==> src/rtl/imm_gen_pkg.sv <==
// Shared types and opcode constants for the pipelined RISC-V immediate generator.
package imm_gen_pkg;

  typedef enum logic [2:0] {
    IMM_NONE = 3'd0,
    IMM_I    = 3'd1,
    IMM_S    = 3'd2,
    IMM_B    = 3'd3,
    IMM_U    = 3'd4,
    IMM_J    = 3'd5
  } imm_type_e;

  localparam logic [6:0] OPC_OP_IMM   = 7'b0010011;
  localparam logic [6:0] OPC_LOAD     = 7'b0000011;
  localparam logic [6:0] OPC_JALR     = 7'b1100111;
  localparam logic [6:0] OPC_OP_IMM32 = 7'b0011011;
  localparam logic [6:0] OPC_STORE    = 7'b0100011;
  localparam logic [6:0] OPC_BRANCH   = 7'b1100011;
  localparam logic [6:0] OPC_LUI      = 7'b0110111;
  localparam logic [6:0] OPC_AUIPC    = 7'b0010111;
  localparam logic [6:0] OPC_JAL      = 7'b1101111;

endpackage

==> src/rtl/imm_extract.sv <==
// Combinational decode of the instruction format and sign-extended immediate.
module imm_extract
  import imm_gen_pkg::*;
#(
  parameter int unsigned XLEN    = 32,
  parameter bit          RV64_EN = 1'b0
) (
  input  logic [31:0]     instr,
  output logic [XLEN-1:0] imm,
  output imm_type_e       imm_type,
  output logic            target_vld
);

  logic [31:0] imm32;

  always_comb begin
    imm32      = '0;
    imm_type   = IMM_NONE;
    target_vld = 1'b0;
    case (instr[6:0])
      OPC_OP_IMM, OPC_LOAD, OPC_JALR: begin
        imm_type = IMM_I;
        imm32    = {{20{instr[31]}}, instr[31:20]};
      end
      OPC_OP_IMM32: begin
        if (RV64_EN) begin
          imm_type = IMM_I;
          imm32    = {{20{instr[31]}}, instr[31:20]};
        end
      end
      OPC_STORE: begin
        imm_type = IMM_S;
        imm32    = {{20{instr[31]}}, instr[31:25], instr[11:7]};
      end
      OPC_BRANCH: begin
        imm_type   = IMM_B;
        target_vld = 1'b1;
        imm32      = {{19{instr[31]}}, instr[31], instr[7], instr[30:25], instr[11:8], 1'b0};
      end
      OPC_LUI: begin
        imm_type = IMM_U;
        imm32    = {instr[31:12], 12'b0};
      end
      OPC_AUIPC: begin
        imm_type   = IMM_U;
        target_vld = 1'b1;
        imm32      = {instr[31:12], 12'b0};
      end
      OPC_JAL: begin
        imm_type   = IMM_J;
        target_vld = 1'b1;
        imm32      = {{11{instr[31]}}, instr[31], instr[19:12], instr[20], instr[30:21], 1'b0};
      end
      default: ;
    endcase
    // Every format fits in 32 bits; widen to XLEN from bit 31 (covers U on RV64).
    imm = XLEN'($signed(imm32));
  end

endmodule

==> src/rtl/imm_gen_pipe.sv <==
// Two-stage valid/ready immediate generator: S1 holds the decode, S2 adds the PC target.
module imm_gen_pipe
  import imm_gen_pkg::*;
#(
  parameter int unsigned XLEN    = 32,
  parameter bit          RV64_EN = 1'b0
) (
  input  logic            clk,
  input  logic            rst_n,
  input  logic            flush,
  input  logic            in_valid,
  output logic            in_ready,
  input  logic [31:0]     in_instr,
  input  logic [XLEN-1:0] in_pc,
  output logic            out_valid,
  input  logic            out_ready,
  output logic [XLEN-1:0] out_imm,
  output logic [2:0]      out_type,
  output logic [XLEN-1:0] out_target,
  output logic            out_target_vld,
  output logic [XLEN-1:0] out_pc
);

  logic [XLEN-1:0] x_imm;
  imm_type_e       x_type;
  logic            x_tvld;

  imm_extract #(.XLEN(XLEN), .RV64_EN(RV64_EN)) u_extract (
    .instr      (in_instr),
    .imm        (x_imm),
    .imm_type   (x_type),
    .target_vld (x_tvld)
  );

  logic            s1_valid_q, s1_valid_d;
  logic [XLEN-1:0] s1_imm_q, s1_imm_d;
  imm_type_e       s1_type_q, s1_type_d;
  logic [XLEN-1:0] s1_pc_q, s1_pc_d;
  logic            s1_tvld_q, s1_tvld_d;

  logic            s2_valid_q, s2_valid_d;
  logic [XLEN-1:0] s2_imm_q, s2_imm_d;
  imm_type_e       s2_type_q, s2_type_d;
  logic [XLEN-1:0] s2_pc_q, s2_pc_d;
  logic [XLEN-1:0] s2_target_q, s2_target_d;
  logic            s2_tvld_q, s2_tvld_d;

  logic s2_adv, s1_adv;

  always_comb begin
    s2_adv   = !s2_valid_q || out_ready;
    s1_adv   = !s1_valid_q || s2_adv;
    in_ready = flush || s1_adv;

    s1_valid_d  = s1_valid_q;
    s1_imm_d    = s1_imm_q;
    s1_type_d   = s1_type_q;
    s1_pc_d     = s1_pc_q;
    s1_tvld_d   = s1_tvld_q;
    s2_valid_d  = s2_valid_q;
    s2_imm_d    = s2_imm_q;
    s2_type_d   = s2_type_q;
    s2_pc_d     = s2_pc_q;
    s2_target_d = s2_target_q;
    s2_tvld_d   = s2_tvld_q;

    if (flush) begin
      s1_valid_d = 1'b0;
      s2_valid_d = 1'b0;
    end else begin
      if (s2_adv) begin
        s2_valid_d = s1_valid_q;
        if (s1_valid_q) begin
          s2_imm_d    = s1_imm_q;
          s2_type_d   = s1_type_q;
          s2_pc_d     = s1_pc_q;
          s2_target_d = s1_pc_q + s1_imm_q;
          s2_tvld_d   = s1_tvld_q;
        end
      end
      if (s1_adv) begin
        s1_valid_d = in_valid;
        if (in_valid) begin
          s1_imm_d  = x_imm;
          s1_type_d = x_type;
          s1_pc_d   = in_pc;
          s1_tvld_d = x_tvld;
        end
      end
    end
  end

  always_ff @(posedge clk or negedge rst_n) begin
    if (!rst_n) begin
      s1_valid_q <= 1'b0;
      s2_valid_q <= 1'b0;
    end else begin
      s1_valid_q <= s1_valid_d;
      s2_valid_q <= s2_valid_d;
    end
  end

  always_ff @(posedge clk) begin
    s1_imm_q    <= s1_imm_d;
    s1_type_q   <= s1_type_d;
    s1_pc_q     <= s1_pc_d;
    s1_tvld_q   <= s1_tvld_d;
    s2_imm_q    <= s2_imm_d;
    s2_type_q   <= s2_type_d;
    s2_pc_q     <= s2_pc_d;
    s2_target_q <= s2_target_d;
    s2_tvld_q   <= s2_tvld_d;
  end

  // Data flops carry no reset, so outputs are masked to zero whenever S2 is empty.
  always_comb begin
    out_valid      = s2_valid_q;
    out_imm        = s2_valid_q ? s2_imm_q    : '0;
    out_type       = s2_valid_q ? s2_type_q   : IMM_NONE;
    out_target     = s2_valid_q ? s2_target_q : '0;
    out_target_vld = s2_valid_q && s2_tvld_q;
    out_pc         = s2_valid_q ? s2_pc_q     : '0;
  end

endmodule

==> config.mk <==
export PLATFORM = sky130hd
export DESIGN_NAME = imm_gen_pipe
export DESIGN_NICKNAME = d
export VERILOG_FILES = /design/src/rtl/imm_gen_pkg.sv /design/src/rtl/imm_extract.sv /design/src/rtl/imm_gen_pipe.sv
export SDC_FILE = /design/constraint.sdc
export NUM_CORES = 1
export LEC_CHECK = 0
export BUFFER_PORTS_ARGS = -buffer_cell sky130_fd_sc_hd__buf_2
export CORE_MARGIN = 5
export CORE_UTILIZATION = 30
export CTS_BUF_LIST = sky130_fd_sc_hd__clkbuf_8 sky130_fd_sc_hd__clkbuf_16
export CTS_CLUSTER_SIZE = 20
export DETAILED_ROUTE_END_ITERATION = 16
export PLACE_DENSITY = 0.54
export SLEW_MARGIN = 5
export SYNTH_ARGS = -nofsm -noshare
export SYNTH_HDL_FRONTEND = slang
export SYNTH_HIERARCHICAL = 1
export SYNTH_SLANG_ARGS = --single-unit
==> constraint.sdc <==
create_clock -name clk -period 9.25 [get_ports clk]
set_clock_uncertainty 0.15 [all_clocks]
set_input_delay 2.775 -clock clk [delete_from_list [all_inputs] [get_ports clk]]
set_output_delay 2.775 -clock clk [all_outputs]
set_load 0.01 [all_outputs]
### Word-level counts from Yosys, hierarchy flattened

Index checks and enable logic that the tools add are counted.

| word-level totals | value |
|---|---|
| output and inout port bits | 102 |
| memory bits (read-only) | 0 |
| RAM bits | 0 |
| input port bits | 69 |
| flip-flop bits (word level) | 170 |
| bits in latches | 0 |
| memories kept | 0 |
| word-level logic and storage cells | 45 |

| operators by class | value |
|---|---|
| order comparisons | 0 |
| bitwise operators | 1 |
| divide/modulo/power cells | 0 |
| shift-type cells | 0 |
| $add $sub $neg | 1 |
| multiply operators | 0 |
| reduce and logical (&&, ||, !) cells | 13 |
| multiplexer cells | 11 |
| eq/ne operators | 8 |

Operator list:

| kind | count |
|---|---|
| 32-bit one-hot mux with 5 select lines | 1 |
| 32-bit 2-to-1 mux | 3 |
| 32-bit adder | 1 |
| 7-bit == test (second input constant) | 3 |
| 3-bit one-hot mux with 5 select lines | 1 |
| 7-bit by 5-bit == test with 1-bit output (second input constant) | 2 |
| 7-bit by 6-bit == test with 1-bit output (second input constant) | 2 |
| 7-bit by 2-bit == test with 1-bit output (second input constant) | 1 |
| 3-bit AND reduction | 2 |
| 3-bit OR reduction | 2 |
| 1-bit 2-to-1 mux | 5 |
| 2-bit nonzero test | 2 |
| 1-bit logical OR | 3 |
| 3-bit 2-to-1 mux | 1 |
| 1-bit zero test | 2 |
| 2-bit OR reduction | 1 |
| 1-bit logical AND | 1 |
| 1-bit inverter | 1 |

### Depth between registers and ports, before layout

| logic depth | value |
|---|---|
| depth after elaboration | 5 |
| depth in mapped cells | 9 |
| gate-level depth less buffers | 9 |

### By module

Netlist, hierarchy kept.

By module, submodules not included:

| module | cells each | seq. area each (µm²) | area an instance (µm²) | times used |
|---|---|---|---|---|
| imm_gen_pipe | 521 | 5094.9 | 7480.9 | 1 |
| imm_extract | 77 | 0.0 | 524.3 | 1 |

### Worst setup path before layout

No wires, ideal clock.

| timing path | value |
|---|---|
| path type | input -> register |
| start | input out_ready |
| end | register s2_imm_q[0] (enable) |
| setup time | 0.704 ns |
| buffers on the path | 0 |
| cell stages on the path | 2 |
| arrival time | 10.088 ns |
| required time | 8.396 ns |
| path slack | -1.692 ns |
| cell sequence | nor2b_1 -> nor3b_1 |

| on the way | value |
|---|---|
| word-level cells in the longest chain between the ends | 2 |

RTL lines:

| element | RTL line | source |
|---|---|---|
| start, declared | imm_gen_pipe.sv:16 | `input logic out_ready,` |
| 1-bit logical OR | imm_gen_pipe.sv:51 | `s2_adv = !s2_valid_q \|\| out_ready;` |
| 3-bit AND reduction (no source line) | - |  |
| end signal, assigned | imm_gen_pipe.sv:108 | `s2_imm_q <= s2_imm_d;` |
| end, declared | imm_gen_pipe.sv:42 | `logic [XLEN-1:0] s2_imm_q, s2_imm_d;` |

No other way between the ends.
A chain may end at the register's enable or synchronous reset.

### Worst setup path in the final report

| timing path | value |
|---|---|
| start | input out_ready |
| end | output in_ready |

| on the way | value |
|---|---|
| word-level cells in the longest chain between the ends | 3 |

RTL lines:

| element | RTL line | source |
|---|---|---|
| 1-bit logical OR | imm_gen_pipe.sv:51 |  |
| 1-bit logical OR | imm_gen_pipe.sv:52 | `s1_adv = !s1_valid_q \|\| s2_adv;` |
| 1-bit logical OR | imm_gen_pipe.sv:53 | `in_ready = flush \|\| s1_adv;` |
| end, declared | imm_gen_pipe.sv:12 | `output logic in_ready,` |

No other way between the ends.

==> impl_metrics.csv <==
group,metric,value,unit
floorplan,fp.coreArea,26100,µm²
floorplan,io_pins,171,
pwr,comb_power_share,8.2,%
clock_tree,cts_root_buffer,"clkbuf_16",
clock_tree,cts_resized,0,
synthesis,ys_top_cells_by_count,"168 x edfxtp_1, 108 x and2_1, 32 x a21oi_1",
floorplan,die_h,173,µm
final_layout,fill_cells,2584,
routing,routed_via_density,4.75,
final_layout,register_area,5100,µm²
pwr,p_switching,0.427,mW
timing,worst_pin_slew,0.965,ns
critical_path,arrival,3.63,ns
floorplan,dieArea,30100,µm²
pwr,power.density,178,nW/µm²
critical_path,r2r_end,"s2_target_q[30]$_DFFE_PP_",
critical_path,critPathMaxFanout,4,
synthesis,synthFlopType,"edfxtp_1",
pwr,power.internal,1.31,mW
timing,max_freq,153,MHz
placement,dpl.hpwl,14700,µm
routing,via_count,5303,
clock_tree,htree_levels,4,
synthesis,synthDistinctLibCells,69,
timing,relSlewSlack,35.7,%
pwr,swShare,24.5,%
critical_path,max_stage_delay,0.41,ns
timing,rsz0062_at_grt,"no",
clock_tree,clkTransAtPathRegs,0.07,ns
critical_path,endpoint,"in_ready",
global_routing,overflow,0,
synthesis,async_reset_ff_share,1.18,%
synthesis,syn_inst,598,
critical_path,r2r-start,"s1_imm_q[0]$_DFFE_PP_",
routing,drc,0,
global_routing,antenna_found_initial,1,
synthesis,ys_top_cells_by_area,"edfxtp_1 63%, and2_1 8.4%, ha_1 4.8%",
timing,setup_ws,2.70,ns
clock_tree,ctsHoldBuffers,0,
critical_path,required,6.33,ns
clock_tree,cts_tree,"done",
pwr,cellLeakagePower,4.16,nW
final_layout,utilization,37.5,%
clock_tree,cts_buffers,17,
timing,setup_violations,0,
synthesis,ys_seq_area_share,63.6,%
synthesis,synth_nets,699,
synthesis,netlist_area,8010,µm²
placement,gp_congestion,0.849,
timing,min_period_over_period,70.8,%
routing,antenna_left,0,
synthesis,synth_top_area_cell,"edfxtp_1",
timing,slew_violations,0,
critical_path,rrSetupSlack,5.79,ns
pwr,seqPwrFrac,50.9,%
floorplan,initial_utilization,30.6,%
timing,layout_min_cycle_time,6.55,ns
routing,drt_iter0_markers,308,
global_routing,grt_pass1_vias,5396,
min_path,hold_path.class,"reg -> reg",
placement,port_buffers,170,
timing,fin_tns_setup,0,ns
pwr,power_frac_clock,40.9,%
timing,hold_viol_final,0,
floorplan,row_count,59,
outcome,status,"completed",
clock_tree,clkSinkCount,170,
critical_path,crit_top_cell,"buf_2",
routing,wl_per_cell,17.8,µm
pwr,vdd_drop_max,0.0968,mV
critical_path,cp_slowest_cell,"nor2b_1",
final_layout,drive_above_1_share,29.1,%
synthesis,synth_top_area_share,63.0,%
synthesis,syn_avg_cell_area,13.4,µm²
synthesis,ys_seq_elements,170,
global_routing,grt_first_pass_wirelength,30800,µm
routing,totalWireLength,19900,µm
critical_path,crit_start,"out_ready",
routing,firstDrtPassIters,5,
clock_tree,post_cts_buffers,0,
timing,hold_slack,0.272,ns
floorplan,die_w,173,µm
critical_path,endpoint_kind,"output port",
critical_path,worstSetupStartpointType,"input pin",
critical_path,reg2reg_depth,9,
clock_tree,ctsLongestPathBuffers,2,
flow_run,max-cap-violations,0,
synthesis,synth_edf_count,168,
final_layout,area_growth,22.5,%
clock_tree,clkLatencyLatePin,0.43,ns
synthesis,ys_warn_count,6,
global_routing,grt_max_degree,101,
synthesis,synth_most_common_cell,"edfxtp_1",
critical_path,worstSetupPathType,"in -> out",
placement,post-place-ws,2.72,ns
final_layout,multi_input_area,2790,µm²
global_routing,grt_usage,13.2,%
final_layout,nets,869,
critical_path,path_cells,"buf_2, nor2b_1, nand3b_1, buf_2",
registers in the layout, summed over array words and instances, names as in the netlist:
signal / flops
s1_imm_q: 32
s1_pc_q: 32
s2_imm_q: 32
s2_pc_q: 32
s2_target_q: 32
s1_type_q: 3
s2_type_q: 3
out_valid: 1
s1_tvld_q: 1
s1_valid_q: 1
s2_tvld_q: 1
through the flow:
step | std cells | total power [mW] | area (µm²)
floorplan | 598 | 0.989 | 8010
global placement | 1084 | 1.05 | 9220
detailed placement | 1084 | 1.05 | 9220
CTS | 1116 | 1.77 | 9800
global route | 1116 | 1.81 | 9800
finish | 1117 | 1.74 | 9800
worst max-delay path: cells and delay by family:
kind	cells	cell delay, ns
AND/OR/NAND/NOR	2	0.58
buffers and inverters	2	0.27
power groups by stage:
stage	registers [mW]	logic, mW	clock network [mW]
floorplan	0.900	0.0893	0
global placement	0.903	0.145	0
detailed placement	0.903	0.146	0
CTS	0.886	0.146	0.734
global route	0.888	0.160	0.764
finish	0.885	0.144	0.712
cell usage in the layout (no fill, tap or decap), types with 5 or more instances in the layout:
cell / count
buf_2: 170
clkinvlp_4: 5
nand4_1: 10
and2_1: 108
nor2_1: 23
xor2_1: 13
clkbuf_16: 17
edfxtp_1: 168
o21ai_0: 10
nor2b_1: 6
a21o_1: 30
a21oi_1: 31
nand3_1: 7
o21ai_1: 6
inv_1: 8
nand2_1: 22
ha_1: 31
xnor2_1: 17
logic make-up after synthesis:
kind of cell	count (synthesis)	share of synthesized area, %
adders and majority gates	32	5.10
buffers and inverters	32	1.80
AOI/OAI and AO/OA	129	11.4
and+or+nand+nor	204	14.6
DFF	170	63.6
muxes	1	0.125
xor gates and xnor gates	30	3.28
worst min-delay path by stage:
stage	start	to	slack, ns	cells after the start
final	s1_tvld_q$_DFFE_PP_	s2_tvld_q$_DFFE_PP_	0.27	0
after global routing	s1_tvld_q$_DFFE_PP_	s2_tvld_q$_DFFE_PP_	0.28	0
after CTS	s1_type_q[1]$_DFFE_PP_	s2_type_q[1]$_DFFE_PP_	0.27	0
after detailed placement	s1_type_q[1]$_DFFE_PP_	s2_type_q[1]$_DFFE_PP_	0.25	0
after global placement	s1_type_q[1]$_DFFE_PP_	s2_type_q[1]$_DFFE_PP_	0.25	0
after floorplan	s1_tvld_q$_DFFE_PP_	s2_tvld_q$_DFFE_PP_	0.25	0
cell type report:
| cell class | count | share of cell area, % |
|---|---|---|
| Tap cell | 335 | 4.28 |
| Antenna cell | 1 | 0.0255 |
| Multi-Input combinational cell | 396 | 28.4 |
| Sequential cell | 170 | 52.0 |
| Timing Repair Buffer | 174 | 8.99 |
| Clock inverter | 15 | 1.60 |
| Inverter | 9 | 0.345 |
| Clock buffer | 17 | 4.34 |
layer usage:
layer	part of all wire [%]	track usage [%]
met1	47	18.1
met2	46	20.4
met3	5.4	3.32
met4	1.8	4.42
met5	0.055	0
Note: power is estimated with default switching activity, not from simulation.
